### config.mk
export PLATFORM = sky130hd
export DESIGN_NAME = instruction_cache
export DESIGN_NICKNAME = d
export VERILOG_FILES = /design/src/rtl/instruction_cache.sv
export SDC_FILE = /design/constraint.sdc
export NUM_CORES = 1
export LEC_CHECK = 0
export CAP_MARGIN = 5
export CELL_PAD_IN_SITES_DETAIL_PLACEMENT = 1
export CELL_PAD_IN_SITES_GLOBAL_PLACEMENT = 2
export CORE_MARGIN = 2
export CORE_UTILIZATION = 40
export CTS_CLUSTER_DIAMETER = 30
export DETAILED_ROUTE_END_ITERATION = 8
export PLACE_DENSITY_LB_ADDON = 0.25
export SYNTH_ARGS = -nofsm -noshare
export SYNTH_HDL_FRONTEND = slang
export SYNTH_SLANG_ARGS = --single-unit
### constraint.sdc
create_clock -name clock -period 11.4 [get_ports clock]
set_clock_uncertainty 0.2 [all_clocks]
set_input_delay 2.28 -clock clock [delete_from_list [all_inputs] [get_ports clock]]
set_output_delay 2.28 -clock clock [all_outputs]
set_load 0.02 [all_outputs]
### src/rtl/instruction_cache.sv
// Direct-mapped read-only instruction cache: 32-bit word hits with no stall, 16-byte block refill on a miss.
// Optional hit/miss counters are built when ICACHE_STATS_EN is defined.
module instruction_cache #(
    parameter int ADDR_W  = 10,
    parameter int INDEX_W = 3
) (
    input  logic                clock,
    input  logic                reset,
    input  logic                read,
    input  logic [ADDR_W-1:0]   address,
    output logic [31:0]         readdata,
    output logic                busywait,
    output logic                mem_read,
    output logic [ADDR_W-5:0]   mem_address,
    input  logic [127:0]        mem_readdata,
    input  logic                mem_busywait
`ifdef ICACHE_STATS_EN
    ,
    output logic [15:0]         hit_count,
    output logic [15:0]         miss_count
`endif
);

    // state    | meaning
    // IDLE     | serve hits; a miss stalls the CPU and starts a refill
    // MEM_READ | block read outstanding, waiting for mem_busywait to drop
    // UPDATE   | install the returned block, tag and valid bit
    localparam int TAG_W = ADDR_W - 4 - INDEX_W;
    localparam int SETS  = 1 << INDEX_W;

    typedef enum logic [1:0] {IDLE, MEM_READ, UPDATE} state_t;

    state_t               state_q, state_d;
    logic [SETS-1:0]      valid_q;
    logic [TAG_W-1:0]     tag_q  [SETS];
    logic [127:0]         data_q [SETS];
    logic [TAG_W-1:0]     miss_tag_q;
    logic [INDEX_W-1:0]   miss_idx_q;

    logic [INDEX_W-1:0]   idx;
    logic [TAG_W-1:0]     tag;
    logic [1:0]           wsel;
    logic                 hit;
    logic [127:0]         line;
    logic [31:0]          word;

    assign idx  = address[INDEX_W+3:4];
    assign tag  = address[ADDR_W-1:INDEX_W+4];
    assign wsel = address[3:2];
    assign hit  = read && valid_q[idx] && (tag_q[idx] == tag);
    assign line = data_q[idx];

    always_comb begin
        word = line[31:0];
        case (wsel)
            2'd0: word = line[31:0];
            2'd1: word = line[63:32];
            2'd2: word = line[95:64];
            2'd3: word = line[127:96];
            default: word = line[31:0];
        endcase
    end

    assign mem_address = {miss_tag_q, miss_idx_q};

    always_comb begin
        state_d  = state_q;
        busywait = 1'b0;
        mem_read = 1'b0;
        readdata = 32'd0;
        case (state_q)
            IDLE: begin
                // reset gating keeps the stall low while rst holds the FSM, even with read high
                busywait = reset && read && !hit;
                if (hit)
                    readdata = word;
                if (read && !hit)
                    state_d = MEM_READ;
            end
            MEM_READ: begin
                mem_read = 1'b1;
                busywait = 1'b1;
                if (!mem_busywait)
                    state_d = UPDATE;
            end
            UPDATE: begin
                busywait = 1'b1;
                state_d  = IDLE;
            end
            default: state_d = IDLE;
        endcase
    end

    always_ff @(posedge clock or negedge reset) begin
        if (!reset) begin
            state_q    <= IDLE;
            valid_q    <= '0;
            miss_tag_q <= '0;
            miss_idx_q <= '0;
        end else begin
            state_q <= state_d;
            if (state_q == IDLE && read && !hit) begin
                miss_tag_q <= tag;
                miss_idx_q <= idx;
            end
            if (state_q == UPDATE)
                valid_q[miss_idx_q] <= 1'b1;
        end
    end

    // Tag and data storage are intentionally not reset; the valid bits guard them.
    always_ff @(posedge clock) begin
        if (state_q == UPDATE) begin
            data_q[miss_idx_q] <= mem_readdata;
            tag_q[miss_idx_q]  <= miss_tag_q;
        end
    end

`ifdef ICACHE_STATS_EN
    logic [15:0] hit_cnt_q, miss_cnt_q;

    always_ff @(posedge clock or negedge reset) begin
        if (!reset) begin
            hit_cnt_q  <= '0;
            miss_cnt_q <= '0;
        end else begin
            if (state_q == IDLE && hit && hit_cnt_q != 16'hFFFF)
                hit_cnt_q <= hit_cnt_q + 16'd1;
            if (state_q == IDLE && read && !hit && miss_cnt_q != 16'hFFFF)
                miss_cnt_q <= miss_cnt_q + 16'd1;
        end
    end

    assign hit_count  = hit_cnt_q;
    assign miss_count = miss_cnt_q;
`endif

endmodule

# [Word-level counts from Yosys, hierarchy flattened]
# Memories as Yosys holds them, arrays and structs flattened.
# Cells that the tools add are included.
[totals] ff_bits=16 mem_bits_rw=1048 in_bits=142 output_inout_bits=40 wordCells=45 n_memories=2
[mem_list] name="data_q" words=8 width=128 rd=1 rd_ports_with_merged_regs=0 wr=1 line="36" source="logic [127:0] data_q [SETS];"
[mem_list] name="tag_q" words=8 width=3 rd=1 rd_ports_with_merged_regs=0 wr=1 line="35" source="logic [TAG_W-1:0] tag_q [SETS];"
[op_classes] magnitude_cmp=3 n_eq_ne=8 n_mux=14 bitwise=1 reduce_logical=13
[op_table] cell="32-bit one-hot mux with 4 select lines" n=1
[op_table] cell="32-bit 2-to-1 mux" n=2
[op_table] cell="1-bit logical AND" n=8
[op_table] cell="3-bit by 4-bit < comparator with 1-bit output (second input constant)" n=2
[op_table] cell="8-bit bitwise OR" n=1
[op_table] cell="2-bit == test (second input constant)" n=3
[op_table] cell="1-bit 2-to-1 mux" n=5
[op_table] cell="2-bit by 1-bit == test with 1-bit output (second input constant)" n=2
[op_table] cell="2-bit logical NOT" n=2
[op_table] cell="2-bit 2-to-1 mux" n=2
[op_table] cell="2-bit != test (second input constant)" n=2
[op_table] cell="2-bit one-hot mux with 2 select lines" n=1
[op_table] cell="1-bit binary-select mux with 3-bit select" n=1
[op_table] cell="1-bit demux with 3-bit select" n=1
[op_table] cell="3-bit == test" n=1
[op_table] cell="3-bit by 1-bit >= comparator with 1-bit output (second input constant)" n=1
[op_table] cell="1-bit one-hot mux with 2 select lines" n=1
[op_table] cell="2-bit AND reduction" n=1
[op_table] cell="2-bit OR reduction" n=1
[op_table] cell="1-bit logical NOT" n=1

# [Longest topological paths before layout]
[depth] ltp_word=8 mapped_depth=10 mapped_depth_nobuf=6

# [Worst setup path before layout]
# No wires, ideal clock.
[synth_timing] kind="reg2reg" startpoint="reg state_q[0]" endpoint="reg valid_q[0]" setup_ns=0.122 t_arrival_ns=10.439 t_required_ns=11.078 setup_slack_ns=0.639 stages_incl_launch_ff=6 path_buffers=0 synth_period_minus_slack_ns=10.761 path_cell_list="dfrtp_1 inv_1 ha_1 nand2b_1 nor3_1 or2_2"
[synth_between] elab_chain_cells=1
[synth_rtl] element="start: declaration" line="33" source="state_t state_q, state_d;"
[synth_rtl] element="start signal: assignment" line="101" source="state_q <= state_d;"
[synth_rtl] element="2-bit == test" line="106" source="if (state_q == UPDATE)"
[synth_rtl] element="end signal: assignment" line="97" source="valid_q <= '0;"
[synth_rtl] element="end signal: indexed assignment" line="107" source="valid_q[miss_idx_q] <= 1'b1;"
[synth_rtl] element="end: declaration" line="34" source="logic [SETS-1:0] valid_q;"
# Every way passes these cells.
# A chain may end at the register's enable or synchronous reset.

# [Worst setup path after layout]
[layout_timing] startpoint="in address[4]" endpoint="out readdata[0]"
[layout_between] elab_chain_cells=6 elab_cells_between_ends=10 classes_between="eq/ne (1); mux (5); reduce/logical (2); memory (2)"
[layout_rtl] element="start: declaration" line="10" source="input logic [ADDR_W-1:0] address,"
[layout_rtl] element="parallel branches: the longest is 4 deep, another holds memory 8 x 3 bit"
[layout_rtl] element="32-bit 2-to-1 mux (*)" line="75" source="if (hit)"
[layout_rtl] element="32-bit 2-to-1 mux (*)" line="71" source="case (state_q)"
[layout_rtl] element="end: declaration" line="11" source="output logic [31:0] readdata,"
# Mark *: on every way between the ends. The select of a mux whose other input is x is not followed.

==> flow_summary.rst <==
.. list-table::
   :header-rows: 1

   * - Metric
     - Value
   * - Post-detailed-route DRC marker count
     - 0
   * - Data arrival time of the critical path
     - 5880 ps
   * - Number of logic stages on the critical path including buffering
     - 9
   * - Number of antenna violations at the first check in global routing
     - 22
   * - Total congestion overflow
     - 0
   * - Initial cell density of the core
     - 0.4045
   * - Buffer levels on the longest clock path
     - 3
   * - Synthesis-to-layout area growth
     - 26.54%
   * - Max-slew headroom at the worst pin
     - 0.3248
   * - Kind of start point of the critical path
     - primary input
   * - Post-synth top area share
     - 0.7758
   * - Mean instance size in the synthesized netlist
     - 25.35 sq um
   * - Number of buffers added to fix hold violations after cts
     - 0
   * - Top-count cell post-synth
     - sky130_fd_sc_hd__edfxtp_1
   * - Critical path, cell by cell
     - buf_8, buf_12, mux4_2, mux2_2, nand4_1, or2_2, buf_4, nor2_1, clkdlybuf4s50_1
   * - DPL Wire Length
     - 49860 um
   * - Final Max Tran Viols
     - 0
   * - Initial detailed-routing violation count
     - 1395
   * - Number of synthesized flops with an enable pin
     - 1048
   * - Via-per-instance ratio
     - 5.332
   * - Maximum net fanout on the critical path
     - 96
   * - Number of buffers and inverters on the critical path
     - 4
   * - Distinct cell type count of the synthesized netlist
     - 27
   * - Crit Path Class
     - primary input to output pin
   * - Hold violation total from the final report
     - 0
   * - Clk root buf
     - sky130_fd_sc_hd__clkbuf_16
   * - Post-Synthesis Cells
     - 1600
   * - Synthesized flop and latch total
     - 1064
   * - Latest clock arrival within the worst-skew pair
     - 780 ps
   * - Die area
     - 104000 sq um
   * - Pin count of the biggest net entering global routing
     - 145
   * - Via count of the first global-routing pass
     - 20930
   * - Status
     - finished clean
   * - Net count after synthesis
     - 1746
   * - Ranking of synthesized cells by area
     - sky130_fd_sc_hd__edfxtp_1 (78%), sky130_fd_sc_hd__mux4_2 (18%), sky130_fd_sc_hd__mux2i_1 (1.1%), sky130_fd_sc_hd__dfrtp_1 (0.99%), sky130_fd_sc_hd__nor2_1 (0.37%)
   * - Overall die height
     - 322.5 um
   * - Clock H-tree levels
     - 4
   * - Most frequent cells after synthesis
     - sky130_fd_sc_hd__edfxtp_1 (1048), sky130_fd_sc_hd__mux4_2 (325), sky130_fd_sc_hd__mux2i_1 (44)
   * - DR vias
     - 18540
   * - Share of the yosys chip area belonging to registers
     - 0.7857
   * - Setup repair bufs after CTS
     - 0
   * - Least-Margin Pin Slew
     - 1013 ps
   * - # IOs
     - 182
   * - Tmin final
     - 8356 ps
   * - Number of buffers created by CTS
     - 204
   * - Wirelength, routed
     - 95560 um
   * - Most used flip-flop cell after synthesis
     - sky130_fd_sc_hd__edfxtp_1
   * - Post-Synthesis Cell Area
     - 40570 sq um
   * - Share of final-layout standard cells stronger than drive strength 1
     - 0.3433
   * - Routed wirelength normalized by instance count
     - 27.49 um
   * - Buffers added on ports
     - 179
   * - Worst IR drop on VDD
     - 0.0001357 V
   * - Weighted congestion at the end of routability-driven global placement
     - 0.6880
   * - Overall power after layout
     - 11.83 mW
   * - Number of max-cap violations
     - 0
   * - Cell class contributing the biggest share of worst-path delay
     - buffers and inverters
   * - Post-synthesis async set-or-reset flop share
     - 0.01504
   * - Setup repair after global routing missed its margin
     - no
   * - Class of the worst hold path
     - flop to flop
   * - Peak clock frequency supported by timing
     - 119.7 MHz
   * - Number of cells on the worst hold path
     - 1
   * - Rows
     - 116
   * - Type of destination of the critical path
     - output pin
   * - Leak
     - 16.54 nW
   * - Post-route ant nets
     - 0
   * - Highest-delay cell along the critical path
     - sky130_fd_sc_hd__buf_12
   * - Die extent in x
     - 322.5 um
   * - Placeable core area
     - 100300 sq um
   * - Clock Sink Count
     - 1064
   * - Cells on worst reg2reg path
     - 7
   * - Count of nets after finishing
     - 2080
   * - Final setup vio count
     - 0
   * - Clock Pin Slew Worst Setup and Hold Paths
     - 40 ps
   * - Pwr Density
     - 230.4 nW/um^2
   * - Largest stage delay on the critical path
     - 610 ps
   * - Yosys warning count
     - 0
   * - Total Neg Setup Slack
     - 0 ps
   * - Number of cells upsized or downsized after cts
     - 0
   * - Share of the clock period used by the worst path after layout
     - 0.7330
   * - Yosys top cell by area
     - sky130_fd_sc_hd__edfxtp_1
   * - Critical path required time
     - 8920 ps
   * - Total global-route track usage
     - 0.1899
   * - TritonCTS clock tree
     - yes
   * - First-pass GRT wire length
     - 141800 um
   * - Number of iterations in the first detailed-routing pass
     - 4
## power breakdown
| group | leakage (nW) | internal (mW) | total [mW] | switching, mW |
|---|---|---|---|---|
| combinational | 3.42 | 0.348 | 0.860 | 0.512 |
| clock | 3.49 | 4.16 | 6.23 | 2.07 |
| sequential | 9.63 | 4.65 | 4.74 | 0.0872 |
| total | 16.5 | 9.16 | 11.8 | 2.67 |
## layout by cell type, fill, tap and decap left out, types with 21 or more instances in the layout
cell type and instances:
sky130_fd_sc_hd__buf_4 26, sky130_fd_sc_hd__clkdlybuf4s50_1 174, sky130_fd_sc_hd__mux4_2 325, sky130_fd_sc_hd__clkbuf_16 205, sky130_fd_sc_hd__clkinv_2 36, sky130_fd_sc_hd__clkinvlp_4 24
sky130_fd_sc_hd__bufinv_16 37, sky130_fd_sc_hd__clkinv_1 24, sky130_fd_sc_hd__nor2_1 34, sky130_fd_sc_hd__edfxtp_1 1048, sky130_fd_sc_hd__mux2i_1 44, sky130_fd_sc_hd__clkbuf_1 21
## final timing paths
path	start	end	slack (ps)
worst min-delay path	valid_q[1]	valid_q[1]	270
worst max-delay path	address[4]	readdata[0]	3040
min in group asynchronous	reset	miss_idx_q[2]	1810
max in group asynchronous	reset	miss_tag_q[0]	8600
worst min register to register	valid_q[1]	valid_q[1]	270
worst max register to register	state_q[0]	data_q[2][9]	7300
## layer usage
layer	vias to the layer above	share of wire	track usage
met4	22	0.023	0.06708
met5	-	0.0014	0
met3	187	0.059	0.04634
li1	7712	-	-
met2	507	0.49	0.2995
met1	10110	0.43	0.2590
## state kept, by name (all words and copies together), names as in the netlist
| signal | cells |
|---|---|
| data_q | 1024 |
| state_q | 2 |
| tag_q | 24 |
| valid_q | 8 |
| miss_idx_q | 3 |
| miss_tag_q | 3 |
## kinds of logic after synthesis
| logic type | after synthesis | synth area share |
|---|---|---|
| xor gates and xnor gates | 3 | 0.0008330 |
| and+or+nand+nor | 59 | 0.006323 |
| adders and majority gates | 4 | 0.001234 |
| buffers and inverters | 87 | 0.01104 |
| DFF | 1064 | 0.7857 |
| AOI/OAI and AO/OA | 7 | 0.001666 |
| muxes | 376 | 0.1932 |
## stage by stage
| step | hold WS, ps | instances | worst slack [ps] | utilization | area, sq um |
|---|---|---|---|---|---|
| 2_1_floorplan | 233.7 | 1600 | 639.1 | - | 40570 |
| 3_3_place_gp | 247.2 | 3085 | 2798 | 0.4387 | 44000 |
| 3_5_place_dp | 254.0 | 3085 | 2815 | 0.4387 | 44000 |
| 4_1_cts | 267.7 | 3466 | 2797 | 0.5116 | 51310 |
| 5_1_grt | 282.5 | 3471 | 2649 | 0.5117 | 51320 |
| 6_report | 269.7 | 3476 | 3044 | 0.5118 | 51330 |
## final cells by class
type / instances / area (sq um)
Sequential cell: 1064 / 31870
Clock buffer: 227 / 5223
Multi-Input combinational cell: 449 / 8302
Fill cell: 8568 / 48960
Inverter: 4 / 15.01
Tap cell: 1357 / 1698
Antenna cell: 10 / 25.02
Timing Repair Buffer: 211 / 2115
Clock inverter: 154 / 2085
Power figures use the tool's default switching activity.
